===== src/rtl/aes_display_scanner_pkg.sv =====
// Shared constants, index types and the hex-to-seven-segment table
// used by the AES result display scanner.
package aes_disp_pkg;

  localparam int DIGITS  = 8;
  localparam int PAGES   = 128 / (4 * DIGITS);
  localparam int DIGIT_W = $clog2(DIGITS);
  localparam int PAGE_W  = $clog2(PAGES);

  typedef logic [DIGIT_W-1:0] digit_idx_t;
  typedef logic [PAGE_W-1:0]  page_idx_t;

  // Active-low cathode patterns ordered {g,f,e,d,c,b,a} for hex 0..F
  localparam logic [6:0] HEX7SEG [16] = '{
    7'h40, 7'h79, 7'h24, 7'h30, 7'h19, 7'h12, 7'h02, 7'h78,
    7'h00, 7'h10, 7'h08, 7'h03, 7'h46, 7'h21, 7'h06, 7'h0E
  };

endpackage


===== src/rtl/aes_display_scanner_if.sv =====
// Bundle of the AES-result input side and the display pin side of the scanner.
// The slave modport is the scanner itself; master is whoever feeds it and
// watches the pins.
interface aes_display_scanner_if #(
  parameter int DATA_W = 128,
  parameter int DIGITS = 8
);

  logic                      clk_1khz;
  logic                      clk_5sec;
  logic [DATA_W-1:0]         data_in;
  logic                      data_valid;
  logic                      hold;
  logic [DIGITS-1:0]         an;
  logic [6:0]                seg;
  logic                      dp;
  aes_disp_pkg::page_idx_t   page;

  modport master (
    output clk_1khz, clk_5sec, data_in, data_valid, hold,
    input  an, seg, dp, page
  );

  modport slave (
    input  clk_1khz, clk_5sec, data_in, data_valid, hold,
    output an, seg, dp, page
  );

endinterface


===== src/rtl/aes_display_scanner_hex_to_seg.sv =====
// Combinational nibble to active-low seven-segment pattern lookup.
module hex_to_seg
  import aes_disp_pkg::*;
(
  input  logic [3:0] nibble,
  output logic [6:0] seg
);

  // Straight table lookup; the table already holds active-low patterns
  always_comb begin
    seg = HEX7SEG[nibble];
  end

endmodule


===== src/rtl/aes_display_scanner.sv =====
// Multiplexed 8-digit seven-segment driver for the 128-bit AES result.
// Divider strobes arrive as levels and every transition counts as a tick:
// the fast one steps the digit scan, the slow one pages through the word.
module aes_display_scanner #(
  parameter int DATA_W = 128,
  parameter int DIGITS = 8
) (
  input  logic                  clk,
  input  logic                  rst_n,
  aes_display_scanner_if.slave  bus
);

  localparam int WORD_W    = 4 * DIGITS;
  localparam int NUM_PAGES = DATA_W / WORD_W;
  localparam int DIG_W     = $clog2(DIGITS);
  localparam int PG_W      = $bits(aes_disp_pkg::page_idx_t);

  logic                     prev_1k;
  logic                     prev_5s;
  logic                     scan_tick;
  logic                     page_tick;
  logic [DATA_W-1:0]        shadow;
  logic                     loaded;
  aes_disp_pkg::page_idx_t  page_q;
  logic [DIG_W-1:0]         digit;
  logic [WORD_W-1:0]        page_words [NUM_PAGES];
  logic [WORD_W-1:0]        page_word;
  logic [3:0]               nibbles [DIGITS];
  logic [3:0]               nibble;
  logic [6:0]               seg_pattern;

  assign scan_tick = bus.clk_1khz ^ prev_1k;
  assign page_tick = bus.clk_5sec ^ prev_5s;

  // Page 0 is the most significant 32 bits of the captured word
  for (genvar p = 0; p < NUM_PAGES; p++) begin : g_page
    assign page_words[p] = shadow[DATA_W-1-WORD_W*p -: WORD_W];
  end

  assign page_word = page_words[page_q];

  // Digit 0 is the rightmost digit and carries the least significant nibble
  for (genvar d = 0; d < DIGITS; d++) begin : g_nib
    assign nibbles[d] = page_word[4*d +: 4];
  end

  assign nibble   = nibbles[digit];
  assign bus.page = page_q;

  hex_to_seg u_hex_to_seg (
    .nibble (nibble),
    .seg    (seg_pattern)
  );

  // Edge detectors, shadow capture and the page/digit counters; prev registers
  // track the inputs during reset so releasing reset never creates a tick
  always_ff @(posedge clk) begin
    prev_1k <= bus.clk_1khz;
    prev_5s <= bus.clk_5sec;
    if (!rst_n) begin
      shadow <= '0;
      loaded <= 1'b0;
      page_q <= '0;
      digit  <= '0;
    end else begin
      if (bus.data_valid) begin
        shadow <= bus.data_in;
        loaded <= 1'b1;
        page_q <= '0;
      end else if (page_tick && !bus.hold && loaded) begin
        page_q <= (page_q == PG_W'(NUM_PAGES-1)) ? '0 : page_q + 1'b1;
      end
      if (scan_tick) begin
        digit <= (digit == DIG_W'(DIGITS-1)) ? '0 : digit + 1'b1;
      end
    end
  end

  // Registered pin drive: blank until data arrives, otherwise one anode low,
  // the decoded nibble, and the decimal point marking the current page number
  always_ff @(posedge clk) begin
    if (!rst_n || !loaded) begin
      bus.an  <= '1;
      bus.seg <= 7'h7F;
      bus.dp  <= 1'b1;
    end else begin
      bus.an  <= ~(DIGITS'(1) << digit);
      bus.seg <= seg_pattern;
      bus.dp  <= (32'(digit) == 32'(page_q)) ? 1'b0 : 1'b1;
    end
  end

endmodule


===== src/flat_wrapper.sv =====
// flat-port wrapper written by rule: the top's interface ports become plain ports
module aes_display_scanner_flat 
#(
  parameter int DATA_W = 128,
  parameter int DIGITS = 8
)
  (clk, rst_n, bus_clk_1khz, bus_clk_5sec, bus_data_in, bus_data_valid, bus_hold, bus_an, bus_seg, bus_dp, bus_page);
  aes_display_scanner_if #(.DATA_W(DATA_W), .DIGITS(DIGITS)) bus_i ();
  input  logic clk;
  input  logic rst_n;
  input wire logic [$bits(bus_i.clk_1khz)-1:0] bus_clk_1khz;
  input wire logic [$bits(bus_i.clk_5sec)-1:0] bus_clk_5sec;
  input wire logic [$bits(bus_i.data_in)-1:0] bus_data_in;
  input wire logic [$bits(bus_i.data_valid)-1:0] bus_data_valid;
  input wire logic [$bits(bus_i.hold)-1:0] bus_hold;
  output wire logic [$bits(bus_i.an)-1:0] bus_an;
  output wire logic [$bits(bus_i.seg)-1:0] bus_seg;
  output wire logic [$bits(bus_i.dp)-1:0] bus_dp;
  output wire logic [$bits(bus_i.page)-1:0] bus_page;
  assign bus_i.clk_1khz = bus_clk_1khz;
  assign bus_i.clk_5sec = bus_clk_5sec;
  assign bus_i.data_in = bus_data_in;
  assign bus_i.data_valid = bus_data_valid;
  assign bus_i.hold = bus_hold;
  assign bus_an = bus_i.an;
  assign bus_seg = bus_i.seg;
  assign bus_dp = bus_i.dp;
  assign bus_page = bus_i.page;
  aes_display_scanner #(.DATA_W(DATA_W), .DIGITS(DIGITS)) u_core (.clk(clk), .rst_n(rst_n), .bus(bus_i));
endmodule

===== config.mk =====
export PLATFORM = sky130hd
export DESIGN_NAME = aes_display_scanner_flat
export DESIGN_NICKNAME = d
export VERILOG_FILES = /design/src/rtl/aes_display_scanner_pkg.sv /design/src/rtl/aes_display_scanner_if.sv /design/src/rtl/aes_display_scanner_hex_to_seg.sv /design/src/rtl/aes_display_scanner.sv /design/src/flat_wrapper.sv
export SDC_FILE = /design/constraint.sdc
export NUM_CORES = 1
export LEC_CHECK = 0
export CAP_MARGIN = 10
export CORE_MARGIN = 2
export CORE_UTILIZATION = 35
export DETAILED_ROUTE_END_ITERATION = 12
export GPL_ROUTABILITY_DRIVEN = 0
export PLACE_DENSITY = 0.61
export REMOVE_ABC_BUFFERS = 1
export SLEW_MARGIN = 20
export SYNTH_ARGS = -nofsm -noshare
export SYNTH_HDL_FRONTEND = slang
export SYNTH_HIERARCHICAL = 1
export SYNTH_SLANG_ARGS = --single-unit

===== constraint.sdc =====
create_clock -name clk -period 3.2 [get_ports clk]
set_clock_uncertainty 0.05 [all_clocks]
set_input_delay 0.8 -clock clk [delete_from_list [all_inputs] [get_ports clk]]
set_output_delay 0.8 -clock clk [all_outputs]
set_load 0.05 [all_outputs]

==> Word level (Yosys, flattened, before mapping) <==
Memory sizes are Yosys's and may differ from the RTL's. A register that Yosys moved wholly into a read port is not among the register bits.
Cells that the tools add are included.
{ "totals": {"register_bits": 145, "latchBits": 0, "ramBits": 0, "rom_bits": 112, "inputBits": 134, "output_inout_bits": 18, "wordCells": 40, "n_memories": 1} }
{ "classes": {"n_addsub": 2, "multipliers": 0, "n_div": 0, "n_lt_le_gt_ge": 2, "n_eq_ne": 3, "shift": 1, "mux": 9, "bitwise": 7, "n_reduce_logical": 7} }
{ "mem_list": {"columns": ["memory", "depth", "word_bits", "read_ports", "rd_clocked_by_memory_dff", "wr", "line", "source"], "rows": [
  ["(name not given)", 16, 7, 1, 1, 0, "aes_display_scanner_hex_to_seg.sv:11", "seg = HEX7SEG[nibble];"]
]} }
{ "ops": {"columns": ["operator", "n"], "rows": [
  ["32-bit binary-select mux with 2-bit select", 1],
  ["32-bit two-way mux", 2],
  ["4-bit binary-select mux with 3-bit select", 1],
  ["4-bit two-way mux", 2],
  ["8-bit NOT", 1],
  ["1-bit by 3-bit left shift with 8-bit output (first input constant)", 1],
  ["4-bit NOT with 5-bit output", 1],
  ["4-bit greater-or-equal comparator (second input constant)", 1],
  ["3-bit NOT with 4-bit output", 1],
  ["3-bit by 1-bit adder with 3-bit output (second input constant)", 1],
  ["3-bit by 2-bit equality test with 1-bit output", 1],
  ["3-bit equality test (second input constant)", 1],
  ["3-bit greater-or-equal comparator (second input constant)", 1],
  ["1-bit zero test", 3],
  ["3-bit two-way mux", 1],
  ["2-bit NOT with 3-bit output", 1],
  ["2-bit by 1-bit adder with 2-bit output (second input constant)", 1],
  ["2-bit equality test (second input constant)", 1],
  ["1-bit logical AND", 2],
  ["2-bit two-way mux", 1],
  ["2-bit OR reduction", 1],
  ["1-bit XOR", 2],
  ["1-bit logical OR", 1],
  ["1-bit two-way mux", 1],
  ["1-bit NOT", 1]
]} }

==> Depth between registers and ports, before layout <==
{ "depth": {"depth_word": 8, "depth_mapped": 11, "mapped_depth_nobuf": 9} }

==> By module <==
Netlist, hierarchy kept.
{ "modules_own_cells": {"columns": ["module", "instances", "cells_per_inst", "area_each_um2"], "rows": [
  ["aes_display_scanner", 1, 539, 6577.6],
  ["hex_to_seg", 1, 32, 275.3]
]} }

==> Worst setup path after synthesis <==
No wires, ideal clock.
{ "synth_path": {"kind": "reg-to-reg", "start": "register u_core.page_q[0] (netlist: u_core/bus.page[0])", "end": "register u_core.bus.seg[0]", "arrival_ns": 3.443, "t_required_ns": 3.091, "slack_ns": -0.353, "path_stages_with_launch": 12, "path_buffers": 2, "cell_sequence": "dfxtp_1 -> clkbuf_1 -> clkbuf_1 -> mux4_2 -> mux4_2 -> mux2_2 -> inv_1 -> ha_1 -> and2b_2 -> or3b_1 -> o21ai_0 -> nand2b_1"} }
{ "synth_via": {"elab_chain_cells": 8} }
{ "synth_rtl": {"columns": ["element", "line", "source"], "rows": [
  ["from (decl)", "aes_display_scanner.sv:24", "aes_disp_pkg::page_idx_t page_q;"],
  ["from (signal assigned)", "aes_display_scanner.sv:71", "page_q <= (page_q == PG_W'(NUM_PAGES-1)) ? '0 : page_q + 1'b1;"],
  ["2-bit NOT with 3-bit output (implied by the code)", "aes_display_scanner.sv:40", "assign page_word = page_words[page_q];"],
  ["32-bit binary-select mux with 2-bit select", "aes_display_scanner.sv:40", null],
  ["32-bit two-way mux (implied by the code) (2 in series)", "aes_display_scanner.sv:40", null],
  ["4-bit binary-select mux with 3-bit select", "aes_display_scanner.sv:47", "assign nibble = nibbles[digit];"],
  ["4-bit two-way mux (implied by the code) (2 in series)", "aes_display_scanner.sv:47", null],
  ["named net u_core.nibble[1]", "aes_display_scanner.sv:29", "logic [3:0] nibble;"],
  ["4-bit NOT with 5-bit output (implied by the code)", "aes_display_scanner_hex_to_seg.sv:11", null],
  ["to (decl)", "aes_display_scanner_if.sv:26", "output an, seg, dp, page"]
]} }
The timed path passes the listed nets, and every way through them passes these cells. The select of a mux whose other input is x is not followed.
A chain may end at the register's enable or synchronous reset.

==> Worst setup path in the final report <==
{ "layout_path": {"start": "register u_core.digit[0]", "end": "register u_core.bus.seg[0]"} }
{ "layout_via": {"elab_chain_cells": 5} }
{ "layout_rtl": {"columns": ["element", "line", "source"], "rows": [
  ["from (decl)", "aes_display_scanner.sv:25", "logic [DIG_W-1:0] digit;"],
  ["from (signal assigned)", "aes_display_scanner.sv:74", "digit <= (digit == DIG_W'(DIGITS-1)) ? '0 : digit + 1'b1;"],
  ["3-bit NOT with 4-bit output (implied by the code)", "aes_display_scanner.sv:47", null],
  ["4-bit binary-select mux with 3-bit select", "aes_display_scanner.sv:47", null],
  ["4-bit two-way mux (implied by the code) (2 in series)", "aes_display_scanner.sv:47", null],
  ["named net u_core.nibble[1]", "aes_display_scanner.sv:29", null],
  ["4-bit NOT with 5-bit output (implied by the code)", "aes_display_scanner_hex_to_seg.sv:11", null]
]} }
The timed path passes the listed nets, and every way through them passes these cells. The select of a mux whose other input is x is not followed.

==> impl_metrics.ini <==
[outcome]
status = finished clean

[final_layout]
syn_to_final_growth_pct = 35.2
final_design_area_no_fill_um2 = 9270
drive_gt1_frac = 0.133
fillers = 1699
seqCellArea_um2 = 3050
multiInputGateArea_um2 = 3600
fin_nets = 862
antenna_cells = 0

[pwr]
p_clk_frac = 0.413
cell_internal_pwr_uw = 3710
peakVddDrop_v = 0.000353
power.switching_uw = 1160
seq_power_share = 0.426
p_total_uw = 4870
sw_frac_of_total = 0.239
p_comb_frac = 0.161
p_leak_uw = 0.00372
p_per_area_nw_per_um2 = 525

[clock_network]
cts.clk_slew.worst_paths_ns = 0.06
htreeDepth = 4
cts-hold-fix-buffers = 0
cts_made_buffers = 17
clock_latency_ns = 0.42
cts_root_buf = clkbuf_16
clock_path_buffers = 2
cts_tree = yes
numClockSinks = 152

[yosys]
ys_seq_area_frac = 0.444
netlist_instances = 571
synth_top_family_by_area = multiplexers
synth-edff-count = 0
synthDistinctLibCells = 32
synth.most_common_cell = dfxtp_1
yosysWarnings = 6
async_flop_share = 0
synth_top_area_share = 0.444
synth_common_cells = 152 x dfxtp_1, 133 x mux2i_1, 129 x nor2b_1
syn_area_um2 = 6850
synth.avg_cell_area_um2 = 12.0
yosys.area.top_type = dfxtp_1
synth_area_leaders = dfxtp_1 44%, mux2i_1 19%, mux4_2 13%
ys_seq_elements = 152
synthFlopType = dfxtp_1
synthAdderAreaFrac = 0.0256
synth-compound-area-share = 0.0128
synth_mux_area_frac = 0.338
yosys.area_share.simple = 0.144
synth_xor_area_frac = 0.00511

[setup_path]
timing.critical_path.to_type = register
crit_type = register to register
worstPathRequired_ns = 3.51
cp.arrival_ns = 3.39
start_kind = register
cp_max_fo = 13

[route]
avgRoutedWirePerCell_um = 16.6
vias = 4615
viasPerCell = 4.65
drt-total-wl_um = 16500
first_pass_iters = 4
drt_iter0_drc = 185
ant_nets = 0
drc = 0

[sta]
finalCritPeriodShare = 0.963
report.final.slew_viol_count = 0
worst_slew_margin_rel = 0.623
rsz0062_at_grt = false
worst_pin_slew_ns = 0.564
layout_min_cycle_time_ns = 3.08
fmax_ghz = 0.324
finalHoldViolCount = 0
finalSetupViolCount = 0

[global_routing]
grt_overflow = 0
grt_pass1_wl_um = 25600
grt_usage = 0.164
grt_max_degree = 52
grt_pass1_vias = 4849
antenna_found_initial = 0

[place]
portBuffers = 151
dpl.hpwl_um = 12300
place_area_um2 = 8650

[die]
core-area_um2 = 19300
die_w_um = 144
die_area_um2 = 20700
ioPinCount = 152
start_util = 0.354
die_h_um = 144
row_count = 51

[run]
max_cap_violations = 0

[min_path]
hp-class = register to register
-- critical path, stage by stage, from the launching register on --
cell and delay [ns]:
dfxtp_2 0.36, buf_12 0.16, mux4_2 0.51, mux4_2 0.48, mux2_2 0.34, inv_2 0.12, ha_1 0.21, and2b_2 0.24
or3b_1 0.38, o21ai_0 0.07, nand2b_1 0.11
-- power by group through the flow --
stage	combinational (uW)	clock [uW]	sequential, uW
4_1_cts	787	2060	2070
5_1_grt	847	2140	2090
2_1_floorplan	374	0	2140
3_3_place_gp	757	0	2110
6_report	785	2010	2070
3_5_place_dp	783	0	2120
-- timing repair --
action / CTS / global route
gates resized for setup: 0 / 3
buffers inserted: 0 / 2
endpoints found under the setup margin: 0 / 3
-- cells by family after synthesis --
group,after synthesis
mux,179
simple gates,162
flops,152
buf+inv,47
fa+ha+maj,14
compound gates,13
xor+xnor,4
-- flip-flops by register name (all words and copies together) (netlist names) --
register / flops
u_core/loaded: 1
u_core/page_words: 128
u_core/bus.an: 8
u_core/prev_5s: 1
u_core/prev_1k: 1
u_core/bus.page: 2
u_core/digit: 3
u_core/bus.dp: 1
u_core/bus.seg: 7
-- path summary, 6_finish.rpt --
kind | from | to | slack (ns) | cells after the start
max | u_core/digit[0] | u_core/bus.seg[0] | 0.12 | 10
min | u_core/digit[2] | u_core/bus.an[5] | 0.41 | 1
max reg2reg | u_core/digit[0] | u_core/bus.seg[0] | 0.12 | 10
min reg2reg | u_core/digit[2] | u_core/bus.an[5] | 0.41 | 1
-- routing by layer --
metal | track usage | part of all wire | up-vias
met5 | 0 | 0 | -
met4 | 0.0521 | 0.016 | 0
met2 | 0.275 | 0.49 | 106
met1 | 0.205 | 0.45 | 2204
met3 | 0.0417 | 0.050 | 17
li1 | - | - | 2288
-- area by class of cell --
cell class | instances | area share
clock buffers | 20 | 0.0482
clock inverters | 12 | 0.0163
inverters | 6 | 0.00243
multi-input cells | 372 | 0.388
flip-flops and latches | 152 | 0.329
well taps | 265 | 0.0358
repair buffers | 165 | 0.180
-- cells in the final DEF, fill, tap and decap left out, types with 2 or more instances in the layout --
cell,synthesis,routed
a21oi_1,3,3
a22o_1,2,2
and2_1,2,2
buf_12,0,4
buf_4,1,10
buf_6,4,2
bufinv_16,0,3
clkbuf_1,25,2
clkbuf_16,0,17
clkdlybuf4s50_1,0,149
clkinv_2,0,4
clkinv_4,0,3
clkinvlp_4,0,2
dfxtp_1,152,150
ha_1,14,14
inv_1,5,4
inv_2,1,2
mux2_2,5,5
mux2i_1,133,133
mux4_2,40,40
nand2_1,7,7
nand2b_1,9,9
nand3_1,4,4
nor2_1,6,6
nor2b_1,129,129
o21a_1,2,2
o21ai_0,4,4
xnor2_1,3,3
-- through the flow --
step                      hold WS (ns)  instances  TNS, ns  worst slack (ns)  utilization
after floorplan                  0.372        530    -4.86            -0.883            -
after global placement           0.405        958        0             0.155        0.447
after detailed placement         0.401        958        0            0.0348        0.447
after CTS                        0.416        990        0            0.0226        0.478
after global routing             0.448        992        0           0.00128        0.479
final                            0.410        992        0             0.118        0.479
(Power assumes the default switching activity.)
